### config.mk
export PLATFORM = sky130hd
export DESIGN_NAME = axi_rd_arbiter
export DESIGN_NICKNAME = d
export VERILOG_FILES = /design/src/rtl/axi_rd_arbiter.sv
export SDC_FILE = /design/constraint.sdc
export NUM_CORES = 1
export LEC_CHECK = 0
export BUFFER_PORTS_ARGS = -buffer_cell sky130_fd_sc_hd__buf_2
export CAP_MARGIN = 15
export CORE_AREA = 2 2 114 116
export DETAILED_ROUTE_END_ITERATION = 8
export DIE_AREA = 0 0 116 118
export GPL_ROUTABILITY_DRIVEN = 1
export PLACE_DENSITY = 0.48
export SYNTH_ARGS = -nofsm -noshare
export SYNTH_HDL_FRONTEND = slang
export SYNTH_SLANG_ARGS = --single-unit
### constraint.sdc
create_clock -name bus_clk -period 3.2 [get_ports bus_clk]
set_clock_uncertainty 0.1 [all_clocks]
set_input_delay 0.32 -clock bus_clk [delete_from_list [all_inputs] [get_ports bus_clk]]
set_output_delay 0.32 -clock bus_clk [all_outputs]
set_load 0.03 [all_outputs]
### src/rtl/axi_rd_arbiter.sv
// Round-robin arbiter sharing one AXI3 read channel among NREQ requesters.
// Exactly one burst is outstanding; the owner keeps the channel from AR handshake to RLAST.
module axi_rd_arbiter #(
  parameter int NREQ = 2,
  parameter int GW   = 1
) (
  input  logic                 bus_clk,
  input  logic                 bus_rst_n,
  input  logic [NREQ*32-1:0]   req_araddr,
  input  logic [NREQ*4-1:0]    req_arlen,
  input  logic [NREQ*3-1:0]    req_arsize,
  input  logic [NREQ*2-1:0]    req_arburst,
  input  logic [NREQ*3-1:0]    req_arprot,
  input  logic [NREQ*4-1:0]    req_arcache,
  input  logic [NREQ-1:0]      req_arvalid,
  output logic [NREQ-1:0]      req_arready,
  output logic [63:0]          req_rdata,
  output logic [1:0]           req_rresp,
  output logic                 req_rlast,
  output logic [NREQ-1:0]      req_rvalid,
  input  logic [NREQ-1:0]      req_rready,
  output logic [31:0]          m_araddr,
  output logic [3:0]           m_arlen,
  output logic [2:0]           m_arsize,
  output logic [1:0]           m_arburst,
  output logic [2:0]           m_arprot,
  output logic [3:0]           m_arcache,
  output logic                 m_arvalid,
  input  logic                 m_arready,
  input  logic [63:0]          m_rdata,
  input  logic [1:0]           m_rresp,
  input  logic                 m_rlast,
  input  logic                 m_rvalid,
  output logic                 m_rready,
  output logic [GW-1:0]        grant,
  output logic                 busy,
  output logic                 len_err,
  input  logic                 err_clr
);
  // state | meaning
  // IDLE  | pick next owner round-robin among asserted arvalid
  // ADDR  | owner's AR request forwarded downstream
  // DATA  | R beats routed to owner until the RLAST handshake
  typedef enum logic [1:0] {IDLE, ADDR, DATA} state_t;

  state_t        state, state_next;
  logic [GW-1:0] last, sel, cand;
  logic          sel_found;
  logic [3:0]    beat_cnt;
  logic          ar_hs, r_hs, len_set;

  logic [31:0] araddr_a  [NREQ];
  logic [3:0]  arlen_a   [NREQ];
  logic [2:0]  arsize_a  [NREQ];
  logic [1:0]  arburst_a [NREQ];
  logic [2:0]  arprot_a  [NREQ];
  logic [3:0]  arcache_a [NREQ];

  for (genvar i = 0; i < NREQ; i++) begin : g_unpack
    assign araddr_a[i]  = req_araddr[32*i +: 32];
    assign arlen_a[i]   = req_arlen[4*i +: 4];
    assign arsize_a[i]  = req_arsize[3*i +: 3];
    assign arburst_a[i] = req_arburst[2*i +: 2];
    assign arprot_a[i]  = req_arprot[3*i +: 3];
    assign arcache_a[i] = req_arcache[4*i +: 4];
  end

  // Scan last+1, last+2, ... so the previous owner has lowest priority.
  always_comb begin
    sel       = last;
    sel_found = 1'b0;
    cand      = '0;
    for (int k = 1; k <= NREQ; k++) begin
      cand = GW'((int'(last) + k) % NREQ);
      if (!sel_found && req_arvalid[cand]) begin
        sel       = cand;
        sel_found = 1'b1;
      end
    end
  end

  assign ar_hs   = (state == ADDR) && req_arvalid[grant] && m_arready;
  assign r_hs    = (state == DATA) && m_rvalid && req_rready[grant];
  assign len_set = r_hs && (m_rlast == (beat_cnt != 4'd0));

  always_ff @(posedge bus_clk or negedge bus_rst_n) begin
    if (!bus_rst_n) state <= IDLE;
    else            state <= state_next;
  end

  always_comb begin
    state_next  = state;
    m_arvalid   = 1'b0;
    m_rready    = 1'b0;
    req_arready = '0;
    req_rvalid  = '0;
    case (state)
      IDLE: if (sel_found) state_next = ADDR;
      ADDR: begin
        m_arvalid          = req_arvalid[grant];
        req_arready[grant] = m_arready;
        if (ar_hs) state_next = DATA;
      end
      DATA: begin
        m_rready          = req_rready[grant];
        req_rvalid[grant] = m_rvalid;
        if (r_hs && m_rlast) state_next = IDLE;
      end
      default: state_next = IDLE;
    endcase
  end

  // Counter saturates at 0 on overrun; the burst still ends only on RLAST.
  always_ff @(posedge bus_clk or negedge bus_rst_n) begin
    if (!bus_rst_n) begin
      grant    <= '0;
      last     <= GW'(NREQ - 1);
      beat_cnt <= '0;
      len_err  <= 1'b0;
    end else begin
      if (state == IDLE && sel_found) begin
        grant <= sel;
        last  <= sel;
      end
      if (ar_hs)                            beat_cnt <= m_arlen;
      else if (r_hs && beat_cnt != 4'd0)    beat_cnt <= beat_cnt - 4'd1;
      if (len_set)      len_err <= 1'b1;
      else if (err_clr) len_err <= 1'b0;
    end
  end

  assign m_araddr  = araddr_a[grant];
  assign m_arlen   = arlen_a[grant];
  assign m_arsize  = arsize_a[grant];
  assign m_arburst = arburst_a[grant];
  assign m_arprot  = arprot_a[grant];
  assign m_arcache = arcache_a[grant];

  assign req_rdata = m_rdata;
  assign req_rresp = m_rresp;
  assign req_rlast = m_rlast;
  assign busy      = (state != IDLE);

endmodule
# Word level (Yosys, flattened, before mapping)
# Cells that the tools add are included.
[totals]
reg_bits = 9
inputBits = 172
out_inout_bits = 124
elab_cells = 83
[op_classes]
n_addsub = 3
n_lt_le_gt_ge = 5
n_eq_ne = 6
mux = 44
n_bitwise = 3
n_reduce_logical = 17
[op_table]
columns = ["cell", "n"]
rows = [
  ["$mux W32", 3],
  ["$mux W4", 8],
  ["$mux W3", 6],
  ["$mux W1", 17],
  ["$mux W2", 8],
  ["$logic_and A1 B1 Y1", 10],
  ["$lt A1 B2 Y1 const B", 3],
  ["$pmux W2 S3", 1],
  ["$reduce_bool A2 Y1", 3],
  ["$and A2 B2 Y2", 2],
  ["$ne A2 B2 Y1 const B", 2],
  ["$reduce_bool A4 Y1", 1],
  ["$sub A4 B1 Y4 const B", 1],
  ["$reduce_and A3 Y1", 1],
  ["$add A1 B1 Y1 const B", 2],
  ["$eq A2 B1 Y1 const B", 1],
  ["$eq A2 B2 Y1 const B", 1],
  ["$ge A2 B2 Y1 const B", 1],
  ["$logic_not A2 Y1", 1],
  ["$ne A2 B1 Y1 const B", 1],
  ["$not A1 Y2", 1],
  ["$demux W1 S1", 1],
  ["$eq A1 B1 Y1", 1],
  ["$ge A1 B1 Y1 const B", 1],
  ["$logic_not A1 Y1", 1],
]

# Longest topological paths before layout
[logic_depth]
word_depth = 9
ltp_mapped = 6
ltp_nobuf = 6

# Worst setup path after synthesis
# Ideal clock, no wire load.
[synth_timing]
kind = "reg2out"
startpoint = "register grant"
endpoint = "output port req_arready[1]"
arrival_ps = 1610
required_ps = 2780
path_slack_ps = 1170
path_stages_with_launch = 6
n_path_buf = 3
cell_sequence = "dfrtp_1 buf_6 buf_2 buf_2 inv_1 nor2_1"
[synth_between]
elab_chain_cells = 6
elab_cells_between_ends = 7
cone_classes = "order compare (2); mux (3); bitwise (1); reduce/logical (1)"
[synth_lines]
columns = ["element", "line", "text"]
rows = [
  ["start: declaration", "35", "output logic [GW-1:0] grant,"],
  ["start signal: assignment", "122", "grant <= sel;"],
  ["$lt A1 B2 Y1 (implied by the code) / $ge A1 B1 Y1 (equally long branches)", "101", "req_arready[grant] = m_arready;"],
  ["$logic_and A1 B1 Y1 (implied by the code)", "101", ""],
  ["$mux W1 (implied by the code)", "101", ""],
  ["$demux W1 S1 (*)", "101", ""],
  ["$and A2 B2 Y2 (no line) (*)", "-", ""],
  ["$mux W2 (*)", "97", "case (state)"],
  ["end: declaration", "16", "output logic [NREQ-1:0] req_arready,"],
]
# Mark *: on every way between the ends. The rest lies on a longest branch, timed or not.

# Final worst setup path
[layout_timing]
startpoint = "register grant"
endpoint = "output port m_arlen[2]"
[layout_between]
elab_chain_cells = 4
[layout_lines]
columns = ["element", "line", "text"]
rows = [
  ["$not A1 Y2 (implied by the code)", "133", "assign m_arlen = arlen_a[grant];"],
  ["$mux W4 (implied by the code) (3 in series)", "133", ""],
  ["end: declaration", "23", "output logic [3:0] m_arlen,"],
]
# No other way between the ends. The select of a mux whose other input is x is not followed.

==> results.ini <==
[power]
combPwrFrac=0.752
switching_share=0.5224
internal_power_mw=0.8709
leakage_nw=1.142
ir_worst_vdd_uv=312.2
power_switching_mw=0.9525
sequentialPowerShare=0.127
pwr_density_cell_mw_per_mm2=815.1
clkPwrFrac=0.121

[synthesis]
synth_xor_area_frac=0.005339
yosys_warnings=0
synth_top_family_by_area=multiplexers
ys_seq_area_frac=0.1381
synth.area.mux_share=0.3494
synth_cell_types=30
synth_adder_area_share=0.007628
synthesis.area_mm2=0.001640
syn_nets=356
syn_area_per_cell_um2=8.964
synth_top_area_share=0.3295
synth_compound_area_frac=0.04729
synthTopCellsByArea=mux2_2, buf_4, dfrtp_1
yosys.area_share.simple=0.1098
synth_seq_cells=9
synth_cells=183
yosys.area.top_type=mux2_2

[worst_setup_path]
crit_required_ps=2780
reg2reg_depth=5
arrival_ps=1600
r2r_slack_ps=1420
r2r-start=grant
crit_path_end_kind=output port
crit_type=register to output port
path_max_fanout=32
worstReg2RegEnd=beat_cnt[2]
crit_path_start_kind=register

[cts]
cts_resized=0
cts_buffers=3
clkTransAtPathRegs_ps=40
clkLatencyLatePin_ps=230
clock-sinks=9
htree_num_levels=1
clock_path_buffers=2
cts_root_buffer=clkbuf_16
cts_tree=yes
hold_buffers=1
post_cts_buffers=0

[final_layout]
register_area_um2=227.7
final_area_mm2=0.002237
multi_input_area_um2=852.1
antenna_cells=0
n_fill_cell=1391
syn_to_final_growth_pct=36.38
drive_gt1_frac=0.8000
layout.nets=454

[grt]
grt_pass1_vias=1399
grt_pass1_wl_mm=6.727
grt_max_degree=33
grt_remaining_overflow=0
grt_usage=0.06361
antenna_found_initial=0

[sta]
slew_viol_final=0
hold_viol=0
relSlewSlack=0.7355
tightest_slew_ps=396.8
finalSetupTns_ps=0
period_minus_slack_ps=2019
rsz0062_at_grt=false
fmaxAchievable_mhz=495.4
report.final.setup_viol=0
fin_crit_sh=0.6309

[drt]
postRouteAntennaNets=0
routed_via_density=3.498
wirelength_mm=5.054
drtIter0Drc=32
routed-via-count=1581
post_drt_wl_per_cell_um=11.18
first_pass_iters=4
drc=0

[placement]
place_area_mm2=0.002148
gp_congestion=0.6945
dp_hpwl_mm=4.423
io_buffer_count=163

[floorplanning]
die_h_um=118
start_util=0.1321
die-width_um=116
dieArea_mm2=0.01369
rows=41
ios=296
core_mm2=0.01241

[flow_run]
drv_cap=0

[min_path]
hold-path-endpoint=len_err
hold_class=input pin to register
min_path_cells=2
hold_path_startpoint=err_clr

[run_status]
status=complete, no violations

[kinds of logic after synthesis]
group | Yosys count
AO/OA/AOI/OAI | 12
XOR/XNOR | 1
adder cells (fa/ha/maj) | 1
buffers and inverters | 79
flip-flops | 9
multiplexers | 50
AND/OR/NAND/NOR | 31
[registers in the layout, indices dropped and copies added (netlist names)]
| name | cells |
|---|---|
| beat_cnt | 4 |
| grant | 1 |
| len_err | 1 |
| state | 2 |
| last | 1 |
[per-stage QoR]
step	power, mW	hold WS [ps]	cells	util	worst slack (ps)
finish	1.823	170.1	452	0.1802	1181
global route	1.942	171.5	452	0.1802	1096
CTS	1.853	167.3	452	0.1802	1152
detailed placement	1.617	96.03	447	0.1731	1403
global placement	1.603	89.65	447	0.1731	1391
floorplan	1.421	-75.59	183	-	1170
[power by group through the flow]
stage / combinational, mW / sequential, mW / clock, mW
6_report: 1.37 / 0.232 / 0.221
5_1_grt: 1.46 / 0.241 / 0.237
4_1_cts: 1.39 / 0.232 / 0.229
3_5_place_dp: 1.38 / 0.232 / 0
3_3_place_gp: 1.37 / 0.230 / 0
2_1_floorplan: 1.19 / 0.227 / 0
[placed cells by master (no fill, tap or decap), types with 2 or more instances in the layout]
cell and n:
a211oi_1 2, a21o_1 3, a21oi_1 3, buf_2 163, buf_4 2, clkbuf_16 3
dfrtp_1 7, inv_1 6, mux2_2 48, nand2_1 5, nand3b_1 2, nor2_1 9
nor2_2 2, nor3_1 4, o21ai_1 2, or2_1 2
[worst max-delay path by stage]
stage                                 to  start
after detailed placement     beat_cnt[2]  grant
after floorplan           req_arready[1]  grant
after global routing          m_arlen[3]  grant
after global placement       beat_cnt[2]  grant
after CTS                     m_arlen[3]  grant
final                         m_arlen[2]  grant
[routing by layer]
| layer | GRT usage | share of wire |
|---|---|---|
| met2 | 0.1067 | 0.47 |
| met1 | 0.07370 | 0.41 |
| met5 | 0 | 0 |
| met4 | 0.02307 | 0.010 |
| met3 | 0.02266 | 0.11 |
[synthesized netlist by cell type, drive strengths merged]
cell and number:
a21o 3, nand3b 2, mux2i 2, dfrtp 8
nand2b 1, dfstp 1, ha 1, nor3 5
xor2 1, nand2 5, mux2 48, a21oi 3
a211oi 2, nor3b 2, buf 73, or2 2
nor4 2, nor2 11, inv 6, a32o 1
and3 1, o21ai 3
[worst max-delay path, stage by stage, from the launching register on]
cell and delay (ps):
dfrtp_2 390, buf_4 370, mux2_2 400, buf_2 180
[area by class of cell]
cell class / count / area share
Inverter: 6 / 0.01007
Tap cell: 172 / 0.09620
Clock buffer: 4 / 0.03523
Multi-Input combinational cell: 95 / 0.3809
Timing Repair Buffer: 166 / 0.3758
Sequential cell: 9 / 0.1018
Note: power is estimated with default switching activity, not from simulation.
